### config.mk
export PLATFORM = sky130hd
export DESIGN_NAME = mux_nto1_rr_flat
export DESIGN_NICKNAME = d
export VERILOG_FILES = /design/src/rtl/mux_nto1_rr_if.sv /design/src/rtl/mux_nto1_rr.sv /design/src/flat_wrapper.sv
export SDC_FILE = /design/constraint.sdc
export NUM_CORES = 1
export LEC_CHECK = 0
export ABC_AREA = 1
export CORE_MARGIN = 8
export CORE_UTILIZATION = 40
export CTS_CLUSTER_DIAMETER = 120
export DETAILED_ROUTE_END_ITERATION = 8
export PLACE_DENSITY_LB_ADDON = 0.2
export RECOVER_POWER = 100
export SLEW_MARGIN = 30
export SYNTH_ARGS = -nofsm -noshare
export SYNTH_HDL_FRONTEND = slang
export SYNTH_SLANG_ARGS = --single-unit
### constraint.sdc
create_clock -name clk -period 2.99 [get_ports clk]
set_input_delay 0.299 -clock clk [delete_from_list [all_inputs] [get_ports clk]]
set_output_delay 0.299 -clock clk [all_outputs]
set_load 0.01 [all_outputs]
### src/rtl/mux_nto1_rr_if.sv
// Handshake bundle for the N-to-1 round-robin/fixed-select multiplexer.
// slave = the mux itself, master = the side driving channels and draining the output.
interface mux_nto1_rr_if #(
  parameter int WIDTH = 8,
  parameter int N     = 4,
  parameter int SELW  = $clog2(N)
);
  logic [N*WIDTH-1:0] in_data;
  logic [N-1:0]       in_valid;
  logic [N-1:0]       in_ready;
  logic               mode;
  logic [SELW-1:0]    sel;
  logic [WIDTH-1:0]   out_data;
  logic               out_valid;
  logic               out_ready;
  logic [SELW-1:0]    out_chan;

  modport slave (
    input  in_data, in_valid, mode, sel, out_ready,
    output in_ready, out_data, out_valid, out_chan
  );

  modport master (
    output in_data, in_valid, mode, sel, out_ready,
    input  in_ready, out_data, out_valid, out_chan
  );
endinterface

### src/rtl/mux_nto1_rr.sv
// N-to-1 multiplexer with fixed-select or round-robin arbitration and a single
// registered output stage that can drain and reload in the same cycle.
module mux_nto1_rr_lane #(
  parameter int WIDTH = 8,
  parameter int SELW  = 2,
  parameter int IDX   = 0
) (
  input  logic             grant_vld,
  input  logic [SELW-1:0]  grant,
  input  logic [WIDTH-1:0] data,
  output logic             hit,
  output logic [WIDTH-1:0] data_m
);
  assign hit    = grant_vld && (grant == SELW'(IDX));
  assign data_m = hit ? data : '0;
endmodule

module mux_nto1_rr #(
  parameter int WIDTH = 8,
  parameter int N     = 4,
  parameter int SELW  = $clog2(N)
) (
  input logic          clk,
  input logic          rst_n,
  mux_nto1_rr_if.slave bus
);
  logic [SELW-1:0]  rr_ptr;
  logic [SELW-1:0]  grant;
  logic             grant_vld;
  logic             load_en;
  logic             xfer;
  logic [N-1:0]     hit;
  logic [WIDTH-1:0] data_m [N];
  logic [WIDTH-1:0] sel_data;
  logic [WIDTH-1:0] out_data_q;
  logic [SELW-1:0]  out_chan_q;
  logic             out_valid_q;

  assign load_en = !out_valid_q || bus.out_ready;

  // Fixed mode matches sel against each lane index, so an out-of-range sel
  // (possible when N is not a power of two) simply yields no grant.
  always_comb begin
    int idx;
    grant_vld = 1'b0;
    grant     = '0;
    idx       = 0;
    if (!bus.mode) begin
      for (int i = 0; i < N; i++) begin
        if ((int'(bus.sel) == i) && bus.in_valid[i]) begin
          grant_vld = 1'b1;
          grant     = SELW'(i);
        end
      end
    end else begin
      for (int k = 0; k < N; k++) begin
        idx = int'(rr_ptr) + k;
        if (idx >= N) idx = idx - N;
        if (!grant_vld && bus.in_valid[idx]) begin
          grant_vld = 1'b1;
          grant     = SELW'(idx);
        end
      end
    end
  end

  for (genvar i = 0; i < N; i++) begin : g_lane
    mux_nto1_rr_lane #(.WIDTH(WIDTH), .SELW(SELW), .IDX(i)) u_lane (
      .grant_vld (grant_vld),
      .grant     (grant),
      .data      (bus.in_data[i*WIDTH +: WIDTH]),
      .hit       (hit[i]),
      .data_m    (data_m[i])
    );
  end

  // Lanes zero their data unless granted, so an OR tree is the selector.
  always_comb begin
    sel_data = '0;
    for (int i = 0; i < N; i++) sel_data = sel_data | data_m[i];
  end

  assign bus.in_ready = hit & {N{load_en && rst_n}};
  assign xfer         = |bus.in_ready;

  always_ff @(posedge clk) begin
    if (!rst_n) begin
      out_valid_q <= 1'b0;
      out_data_q  <= '0;
      out_chan_q  <= '0;
      rr_ptr      <= '0;
    end else begin
      if (load_en) begin
        out_valid_q <= grant_vld;
        if (grant_vld) begin
          out_data_q <= sel_data;
          out_chan_q <= grant;
        end
      end
      if (bus.mode && xfer)
        rr_ptr <= (grant == SELW'(N-1)) ? '0 : grant + 1'b1;
    end
  end

  assign bus.out_data  = out_data_q;
  assign bus.out_valid = out_valid_q;
  assign bus.out_chan  = out_chan_q;
endmodule

### src/flat_wrapper.sv
// flat-port wrapper written by rule: the top's interface ports become plain ports
module mux_nto1_rr_flat 
#(
  parameter int WIDTH = 8,
  parameter int N     = 4,
  parameter int SELW  = $clog2(N)
)
  (clk, rst_n, bus_in_data, bus_in_valid, bus_mode, bus_sel, bus_out_ready, bus_in_ready, bus_out_data, bus_out_valid, bus_out_chan);
  mux_nto1_rr_if #(.WIDTH(WIDTH), .N(N), .SELW(SELW)) bus_i ();
  input logic clk;
  input logic rst_n;
  input wire logic [$bits(bus_i.in_data)-1:0] bus_in_data;
  input wire logic [$bits(bus_i.in_valid)-1:0] bus_in_valid;
  input wire logic [$bits(bus_i.mode)-1:0] bus_mode;
  input wire logic [$bits(bus_i.sel)-1:0] bus_sel;
  input wire logic [$bits(bus_i.out_ready)-1:0] bus_out_ready;
  output wire logic [$bits(bus_i.in_ready)-1:0] bus_in_ready;
  output wire logic [$bits(bus_i.out_data)-1:0] bus_out_data;
  output wire logic [$bits(bus_i.out_valid)-1:0] bus_out_valid;
  output wire logic [$bits(bus_i.out_chan)-1:0] bus_out_chan;
  assign bus_i.in_data = bus_in_data;
  assign bus_i.in_valid = bus_in_valid;
  assign bus_i.mode = bus_mode;
  assign bus_i.sel = bus_sel;
  assign bus_i.out_ready = bus_out_ready;
  assign bus_in_ready = bus_i.in_ready;
  assign bus_out_data = bus_i.out_data;
  assign bus_out_valid = bus_i.out_valid;
  assign bus_out_chan = bus_i.out_chan;
  mux_nto1_rr #(.WIDTH(WIDTH), .N(N), .SELW(SELW)) u_core (.clk(clk), .rst_n(rst_n), .bus(bus_i));
endmodule
==> impl_metrics.csv, run 1 <==
group,metric,value,unit
place,io_buffers,56,
global_route,grt.met2_usage,25.1,%
cells_and_area,num-nets-final,314,
synth,synth_area,1280,sq um
floorplanning,rows,20,
power,totalPowerFinal,819,uW
detailed_routing,dr.pass1.iters,4,
timing,finalCriticalPeriod,2750,ps
detailed_routing,vias_per_cell,4.62,
timing,layout_setup_ws,240,ps
cells_and_area,stdcell_area,1950,sq um
cts,cts_hold_buf,0,
floorplanning,die-area,5260,sq um
floorplanning,start_util,41.9,%
cells_and_area,diodes,0,
place,hpwl,3.14,mm
cts,clk_path_buf_depth,2,
power,swShare,41.3,%
run_status,status,"finished, final reports clean",
synth,ys_warn_count,0,
cts,clk_pin_slew,80,ps
place,routabilityCongestion,0.845,
critical_path,crit_path_end_kind,"primary output",
cells_and_area,nFillCells,294,
global_route,gr-usage-all-layers,14.8,%
detailed_routing,drc,0,
timing,max_slew.worst_pin.slew,994,ps
power,p_comb_share,60.1,%
timing,maxSlewViolCount,0,
detailed_routing,detail-route-antenna-nets,0,
synth,yosysUniqueCellTypes,31,
cts,cts_tree,"done",
cells_and_area,drive_above_1_share,19.9,%
synth,synth_nets,244,
timing,fin_crit_sh,92.0,%
floorplanning,ios,57,
global_route,grt_max_degree,21,
timing,hold_viol_final,0,
power,ir_worst_vdd,0.000253,V
detailed_routing,wl_per_cell,12.2,um
global_route,busiest_layer,"met2",
cts,clock-sinks,13,
power,internal_power,481,uW
synth,ys_ff_latch,13,
global_route,overflow,0,
cells_and_area,syn_to_final_growth,52.3,%
synth,synthCells,198,
timing,whs,512,ps
timing,slew_headroom,33.6,%
power,p_leak,0.000934,uW
global_route,grt_pass1_vias,1392,
cts,cts_made_buffers,3,
timing,setup_viol_count_final,0,
timing,skew,1.73,ps
timing,rsz0062_at_grt,"false",
global_route,grt_antenna_before_repair,0,
synth,ys_seq_area_share,20.4,%
place,place_area,1970,sq um
cells_and_area,final_core_util,63.8,%
timing,max_clock_freq,364,MHz
critical_path,cp.required,2690,ps
global_route,gr-usage-met3,4.41,%
power,switchingPower,339,uW
detailed_routing,initialDrtViolationCount,47,
cts,cts_setup_buffers,0,
power,p_per_area,421,nW/um^2
critical_path,critPathLaunchType,"flip-flop",
critical_path,critical_path_class,"flip-flop to primary output",
synth,syn_area_per_cell,6.46,sq um
detailed_routing,drt-total-wl,3.80,mm
cts,clkLatencyLatePin,280,ps
floorplanning,placeableCoreArea,3050,sq um
power,clockPowerShare,13.7,%
floorplanning,dieWidth,72.5,um
critical_path,cp_data_arrival_time,2450,ps
job,maxCapViolations,0,
min_path,min_path_type,"flip-flop to flip-flop",
cts,root_buffer,"clkbuf_4",
detailed_routing,vias,1438,
cts,htree_levels,1,
floorplanning,fp.dieH,72.5,um
critical_path,crit_fanout,9,
place,dp_slack,-118,ps
power,p_seq_share,26.2,%
global_route,use_met1,17.8,%
global_route,grt_pass1_wl,6.31,mm
==> sequential cells by signal (all words and copies together), names as in the netlist <==
signal / count
u_core.bus.out_data: 8
u_core.rr_ptr: 2
u_core.bus.out_chan: 2
u_core.bus.out_valid: 1
==> layout by cell type (no fill, tap or decap), types with 8 or more instances in the layout <==
master / n
nand3_2: 8
inv_1: 14
o21ai_1: 9
nand3_1: 20
clkdlybuf4s50_1: 41
buf_4: 13
nor2_1: 23
nand2_1: 61
dfxtp_1: 13
nand2_2: 8
dlygate4sd3_1: 11
==> Yosys cell counts (all sizes together) <==
cell,instances,area share (%)
a21boi,1,0.59
a21oi,4,1.6
buf,6,4.3
clkbuf,1,0.29
dfxtp,13,20
ha,4,3.9
inv,19,6.0
nand2,70,24
nand3,29,15
nand4,1,0.49
nor2,30,14
nor3,3,1.2
o2111ai,2,1.4
o211ai,1,0.98
o21a,1,0.59
o21ai,13,5.7
==> worst paths after layout <==
check                            to  cells past startpoint                    from  slack, ps
max                 bus_in_ready[2]                     15        u_core.rr_ptr[0]        240
min          u_core.bus.out_data[6]                      2  u_core.bus.out_data[6]        510
max reg2reg        u_core.rr_ptr[0]                     18        u_core.rr_ptr[0]        390
min reg2reg  u_core.bus.out_data[6]                      2  u_core.bus.out_data[6]        510
==> layout make-up <==
cell class	count	area [sq um]	area share (%)
Clock buffer	4	26.3	1.35
Inverter	19	76.3	3.92
Multi-Input combinational cell	159	857	44.0
Sequential cell	13	260	13.4
Tap cell	44	55.1	2.83
Timing Repair Buffer	72	672	34.5
==> metrics by stage <==
stage / std cells / setup TNS [ps]
2_1_floorplan: 198 / 0
3_3_place_gp: 307 / -32.8
3_5_place_dp: 307 / -220
4_1_cts: 311 / 0
5_1_grt: 311 / 0
6_report: 311 / 0
==> power by group through the flow <==
stage	Clock [uW]	Combinational, uW	Sequential, uW
2_1_floorplan	0	303	231
3_3_place_gp	0	516	220
3_5_place_dp	0	522	220
4_1_cts	115	525	216
5_1_grt	124	547	218
6_report	112	492	215
==> cell families (layout without fill, tap and decap cells) <==
group / Yosys count / in the layout / share of synthesized area (%)
DFF: 13 / 13 / 20.4
AOI/OAI and AO/OA: 22 / 22 / 10.8
buffers and inverters: 26 / 95 / 10.6
and+or+nand+nor: 133 / 133 / 54.4
adders and majority gates: 4 / 4 / 3.91
==> worst max-delay path, cell delays in order (launching register included) <==
cell,delay (ps)
dfxtp_1,360
buf_12,130
inv_6,50
nand2_1,60
nand2_2,70
nand2_1,70
nand2_1,80
buf_4,140
nor2_1,170
nand3_4,90
o21a_1,120
nand2_2,110
ha_1,170
inv_1,60
nor3_1,170
dlygate4sd2_1,320
==> layer usage <==
metal  up-vias  share of wire (%)
li1        772                  -
met1       630                 44
met2        32                 49
met3         4                5.9
met4         0               0.61
met5         -                  0
==> repair_timing <==
item / CTS / global route
pin swaps: 1 / 0
gates resized for setup: 5 / 2
endpoints found under the setup margin: 4 / 2
Power figures use the tool's default switching activity.
==> run 2: changes to the inputs <==
MAX_ROUTING_LAYER = met4   (was default)
==> run 2 against run 1 <==
Against the previous run:
- flip-flop and latch count stayed put
- global-route usage up 0.42 points
- cell count stayed put
- clock skew about the same
- register-to-register slack is essentially flat
- critical path depth stayed put
- hold slack about the same
==> impl_metrics.csv, run 2 (synthesis results as in run 1) <==
group,metric,value,unit
cells_and_area,nFillCells,294,
timing,rsz0062_at_grt,"false",
cells_and_area,num-nets-final,314,
detailed_routing,detail-route-antenna-nets,0,
detailed_routing,vias_per_cell,4.64,
critical_path,critPathLaunchType,"flip-flop",
cells_and_area,drive_above_1_share,19.9,%
cells_and_area,multi_input_area,857,sq um
timing,skew,2.13,ps
cts,cts_hold_buf,0,
cts,clk_pin_slew,80,ps
place,place_area,1970,sq um
floorplanning,placeableCoreArea,3050,sq um
critical_path,crit_path_end_kind,"primary output",
timing,fin_crit_sh,92.0,%
cts,cts_tree,"done",
cts,root_buffer,"clkbuf_4",
place,hpwl,3.14,mm
timing,max_clock_freq,363,MHz
timing,slew_headroom,33.1,%
power,ir_worst_vdd,0.000254,V
global_route,gr-usage-all-layers,15.2,%
timing,finalCriticalPeriod,2750,ps
cells_and_area,final_common_cell,"nand2_1",
cells_and_area,regArea,260,sq um
power,p_per_area,421,nW/um^2
detailed_routing,drc,0,
place,io_buffers,56,
cts,clkLatencyLatePin,280,ps
global_route,overflow,0,
cts,htree_levels,1,
cts,clk_path_buf_depth,2,
cells_and_area,syn_to_final_growth,52.3,%
global_route,grt_pass1_vias,1391,
place,routabilityCongestion,0.858,
timing,max_slew.worst_pin.slew,1000,ps
detailed_routing,wl_per_cell,12.3,um
global_route,grt_max_degree,21,
critical_path,critical_path_class,"flip-flop to primary output",
timing,setup_viol_count_final,0,
cells_and_area,diodes,0,
floorplanning,start_util,41.9,%
floorplanning,fp.dieH,72.5,um
detailed_routing,initialDrtViolationCount,59,
critical_path,cp_data_arrival_time,2450,ps
global_route,grt_pass1_wl,6.31,mm
critical_path,crit_fanout,9,
floorplanning,die-area,5260,sq um
detailed_routing,dr.pass1.iters,5,
critical_path,cp.required,2690,ps
global_route,grt_antenna_before_repair,0,
detailed_routing,drt-total-wl,3.84,mm
floorplanning,rows,20,
run_status,status,"finished, final reports clean",
cells_and_area,stdcell_area,1950,sq um
cts,cts_setup_buffers,0,
cells_and_area,final_core_util,63.8,%
timing,maxSlewViolCount,0,
cts,cts_made_buffers,3,
timing,hold_viol_final,0,
floorplanning,dieWidth,72.5,um
cts,clock-sinks,13,
power,p_leak,0.000934,uW
job,maxCapViolations,0,
floorplanning,ios,57,
min_path,min_path_type,"flip-flop to flip-flop",
cells_and_area,largest_register_ffs,8,
detailed_routing,vias,1444,
cells_and_area,most-common-layout-cells,"nand2_1, clkdlybuf4s50_1, nor2_1, nand3_1, inv_1",
==> run 2: cell counts in the layout (fill, tap and decap cells not counted) <==
No cell type changed its count.
==> run 2: what timing repair did <==
| item | in CTS | in global routing |
|---|---|---|
| setup endpoints to repair | 4 | 2 |
| resized for setup | 5 | 2 |
| pin swaps | 1 | 0 |
==> run 2: through the flow <==
step | setup WS, ps | TNS [ps] | hold slack (ps) | total power (uW) | cells
finish | 239 | 0 | 512 | 820 | 311
global route | 74.2 | 0 | 545 | 889 | 311
CTS | 72.4 | 0 | 521 | 857 | 311
detailed placement | -118 | -220 | 501 | 742 | 307
global placement | -18.1 | -32.8 | 493 | 736 | 307
floorplan | 697 | 0 | 434 | 534 | 198
==> run 2: final cells by class <==
cell class	instances	share of cell area, %
well taps	44	2.83
clock buffers	4	1.35
inverters	19	3.92
flip-flops and latches	13	13.4
repair buffers	72	34.5
multi-input cells	159	44.0
==> run 2: final timing paths <==
path	to	depth (start not counted)	slack, ps	start
worst min-delay path	u_core.bus.out_data[7]	2	510	u_core.bus.out_data[7]
worst min register to register	u_core.bus.out_data[7]	2	510	u_core.bus.out_data[7]
worst max-delay path	bus_in_ready[2]	15	240	u_core.rr_ptr[0]
worst max register to register	u_core.rr_ptr[0]	18	380	u_core.rr_ptr[0]
==> run 2: where the power goes <==
group	switching [uW]	internal, uW	total, uW
Clock	59.7	51.9	112
Sequential	14.1	201	215
Combinational	265	228	493
Total	339	481	820
==> run 2: worst max-delay path, cell delays in order, from the launching register on <==
cell and delay [ps]:
dfxtp_1 360, buf_12 140, inv_6 50, nand2_1 60
nand2_2 70, nand2_1 70, nand2_1 80, buf_4 140
nor2_1 170, nand3_4 90, o21a_1 120, nand2_2 110
ha_1 170, inv_1 60, nor3_1 170, dlygate4sd2_1 320
==> run 2: routing by layer <==
layer	share of wire [%]	up-vias	wire length, um	global-route usage [%]
met5	0	-	0	-
met4	0.81	0	31	3.33
met3	5.9	4	227	4.27
met2	50	35	1900	25.1
met1	44	632	1680	17.9
li1	-	773	-	-
==> run 3: changes to the inputs <==
PLACE_DENSITY = 0.85   (was default)
PLACE_DENSITY_LB_ADDON = default   (was 0.2)
==> run 3 against run 2 <==
Against the previous run:
- total power shrank 1.4%
- cell count decreased by 1.3%
- critical path depth is the same
- die area stayed put
- sequential share of layout area is 0.34 points higher
- clock skew up 4.3 ps
- highest routed layer unchanged
- global-route usage fell by 0.42 points
- clock power is essentially flat
==> impl_metrics.csv, run 3 (synthesis results as in run 1) <==
group,metric,value,unit
cts,htree_levels,1,
detailed_routing,drc,0,
timing,slew_headroom,36.7,%
critical_path,crit_family,"buffers and inverters",
timing,fin_crit_sh,91.3,%
floorplanning,dieWidth,72.5,um
timing,hold_viol_final,0,
power,p_leak,0.000907,uW
global_route,grt_pass1_wl,6.13,mm
cells_and_area,nFillCells,292,
critical_path,crit_fanout,4,
detailed_routing,vias_per_cell,4.79,
floorplanning,start_util,41.9,%
global_route,grt_max_degree,21,
cts,cts_tree,"done",
floorplanning,rows,20,
job,maxCapViolations,0,
critical_path,path_buf_inv,7,
global_route,gr-usage-all-layers,14.8,%
power,ir_worst_vdd,0.000243,V
timing,rsz0062_at_grt,"false",
cells_and_area,most-common-layout-cells,"nand2_1, clkdlybuf4s50_1, nor2_1, nand3_1, inv_1",
floorplanning,placeableCoreArea,3050,sq um
cts,cts_setup_buffers,0,
cells_and_area,regArea,263,sq um
cells_and_area,num-nets-final,310,
cells_and_area,final_core_util,62.8,%
global_route,overflow,0,
floorplanning,fp.dieH,72.5,um
timing,maxSlewViolCount,0,
cells_and_area,finalNonFillerCells,307,
detailed_routing,drt-total-wl,3.75,mm
cells_and_area,drive_above_1_share,19.8,%
detailed_routing,vias,1470,
detailed_routing,wl_per_cell,12.2,um
place,dp.cells,303,
floorplanning,die-area,5260,sq um
critical_path,critPathLaunchType,"primary input",
detailed_routing,dr.pass1.iters,4,
timing,max_slew.worst_pin.slew,949,ps
cts,clk_path_buf_depth,2,
critical_path,cp.required,2690,ps
cells_and_area,diodes,0,
critical_path,critical_path_class,"primary input to primary output",
cts,clock-sinks,13,
critical_path,r2r_slack,480,ps
critical_path,crit_path_end_kind,"primary output",
power,p_per_area,422,nW/um^2
timing,max_clock_freq,366,MHz
critical_path,cp_data_arrival_time,2430,ps
timing,setup_viol_count_final,0,
cts,clkLatencyLatePin,280,ps
timing,finalCriticalPeriod,2730,ps
min_path,min_path_type,"flip-flop to flip-flop",
timing,skew,6.41,ps
critical_path,crit_path_top_delay_cell,"dlygate4sd3_1",
global_route,grt_antenna_before_repair,0,
place,hpwl,3.05,mm
place,io_buffers,56,
floorplanning,ios,57,
timing,layout_setup_ws,261,ps
cts,cts_made_buffers,3,
place,routabilityCongestion,0.893,
cts,root_buffer,"clkbuf_4",
place,dp_slack,-80.9,ps
critical_path,cp_cell_sequence,"dlygate4sd3_1 > inv_1 > nand2_2 > nand2_1 > o21ai_2 > inv_1 > clkbuf_1 > nand3_4 > o21a_1 > nand2_2 > inv_2 > ha_1 > inv_1 > nor3_1 > clkbuf_1",
detailed_routing,detail-route-antenna-nets,0,
detailed_routing,initialDrtViolationCount,74,
cts,clk_pin_slew,90,ps
critical_path,crit_top_cell,"inv_1",
cells_and_area,final_common_cell,"nand2_1",
cells_and_area,multi_input_area,873,sq um
global_route,grt_pass1_vias,1383,
critical_path,max_stage_delay,590,ps
timing,timing.setup.tns,0,ps
run_status,status,"finished, final reports clean",
cells_and_area,syn_to_final_growth,49.9,%
cells_and_area,largest_register_ffs,8,
==> run 3: changes by cell type in the layout (fill, tap and decap cells not counted), moves of 2 or more <==
cell and change:
buf_4 -2, dfxtp_1 -2, dfxtp_2 +2, dlygate4sd2_1 -2
==> run 3: metal layers <==
| metal | part of all wire (%) | track usage [%] |
|---|---|---|
| met1 | 45 | 17.9 |
| met2 | 49 | 23.6 |
| met3 | 5.5 | 3.31 |
| met4 | 1.4 | 5.33 |
| met5 | 0 | - |
==> run 3: worst paths after layout <==
path	start	to	cells after the start
worst max register to register	u_core.rr_ptr[0]	u_core.bus.out_data[4]	13
worst max-delay path	bus_in_valid[0]	bus_in_ready[1]	15
worst min register to register	u_core.bus.out_data[7]	u_core.bus.out_data[7]	2
worst min-delay path	u_core.bus.out_data[7]	u_core.bus.out_data[7]	2
==> run 3: timing repair <==
| item | in CTS | in global routing |
|---|---|---|
| pin swaps | 0 | 1 |
| hold buffers | 0 | 0 |
| setup endpoints to repair | 4 | 4 |
| resized for setup | 4 | 5 |
==> run 3: metrics by stage <==
| stage | cell area, sq um | total power (uW) | hold WS [ps] |
|---|---|---|---|
| after floorplan | 1280 | 534 | 434 |
| after global placement | 1930 | 712 | 491 |
| after detailed placement | 1930 | 721 | 496 |
| after CTS | 1960 | 842 | 519 |
| after global routing | 1920 | 876 | 556 |
| final | 1920 | 808 | 513 |
==> run 3: power by group <==
part | leakage (uW) | internal (uW) | switching, uW
Clock | 0.0000177 | 49.7 | 63.5
Sequential | 0.000109 | 202 | 19.2
Combinational | 0.000780 | 214 | 259
Total | 0.000907 | 466 | 342
==> run 3: area by class of cell <==
type,count,area share (%)
clock buffers,3,1.17
clock inverters,1,0.261
inverters,19,3.98
multi-input cells,159,45.6
flip-flops and latches,13,13.7
well taps,44,2.87
repair buffers,68,32.4
==> run 3: worst register-to-register path, cell delays in order, from the launching register on <==
cell,delay (ps)
dfxtp_2,460
inv_6,70
nand2_2,60
nand2_1,60
o21ai_2,170
inv_1,100
clkbuf_1,130
nand3_4,90
buf_4,140
nand2_8,80
nor2_2,730
nand3_2,130
nor2_1,170
nor2_2,40
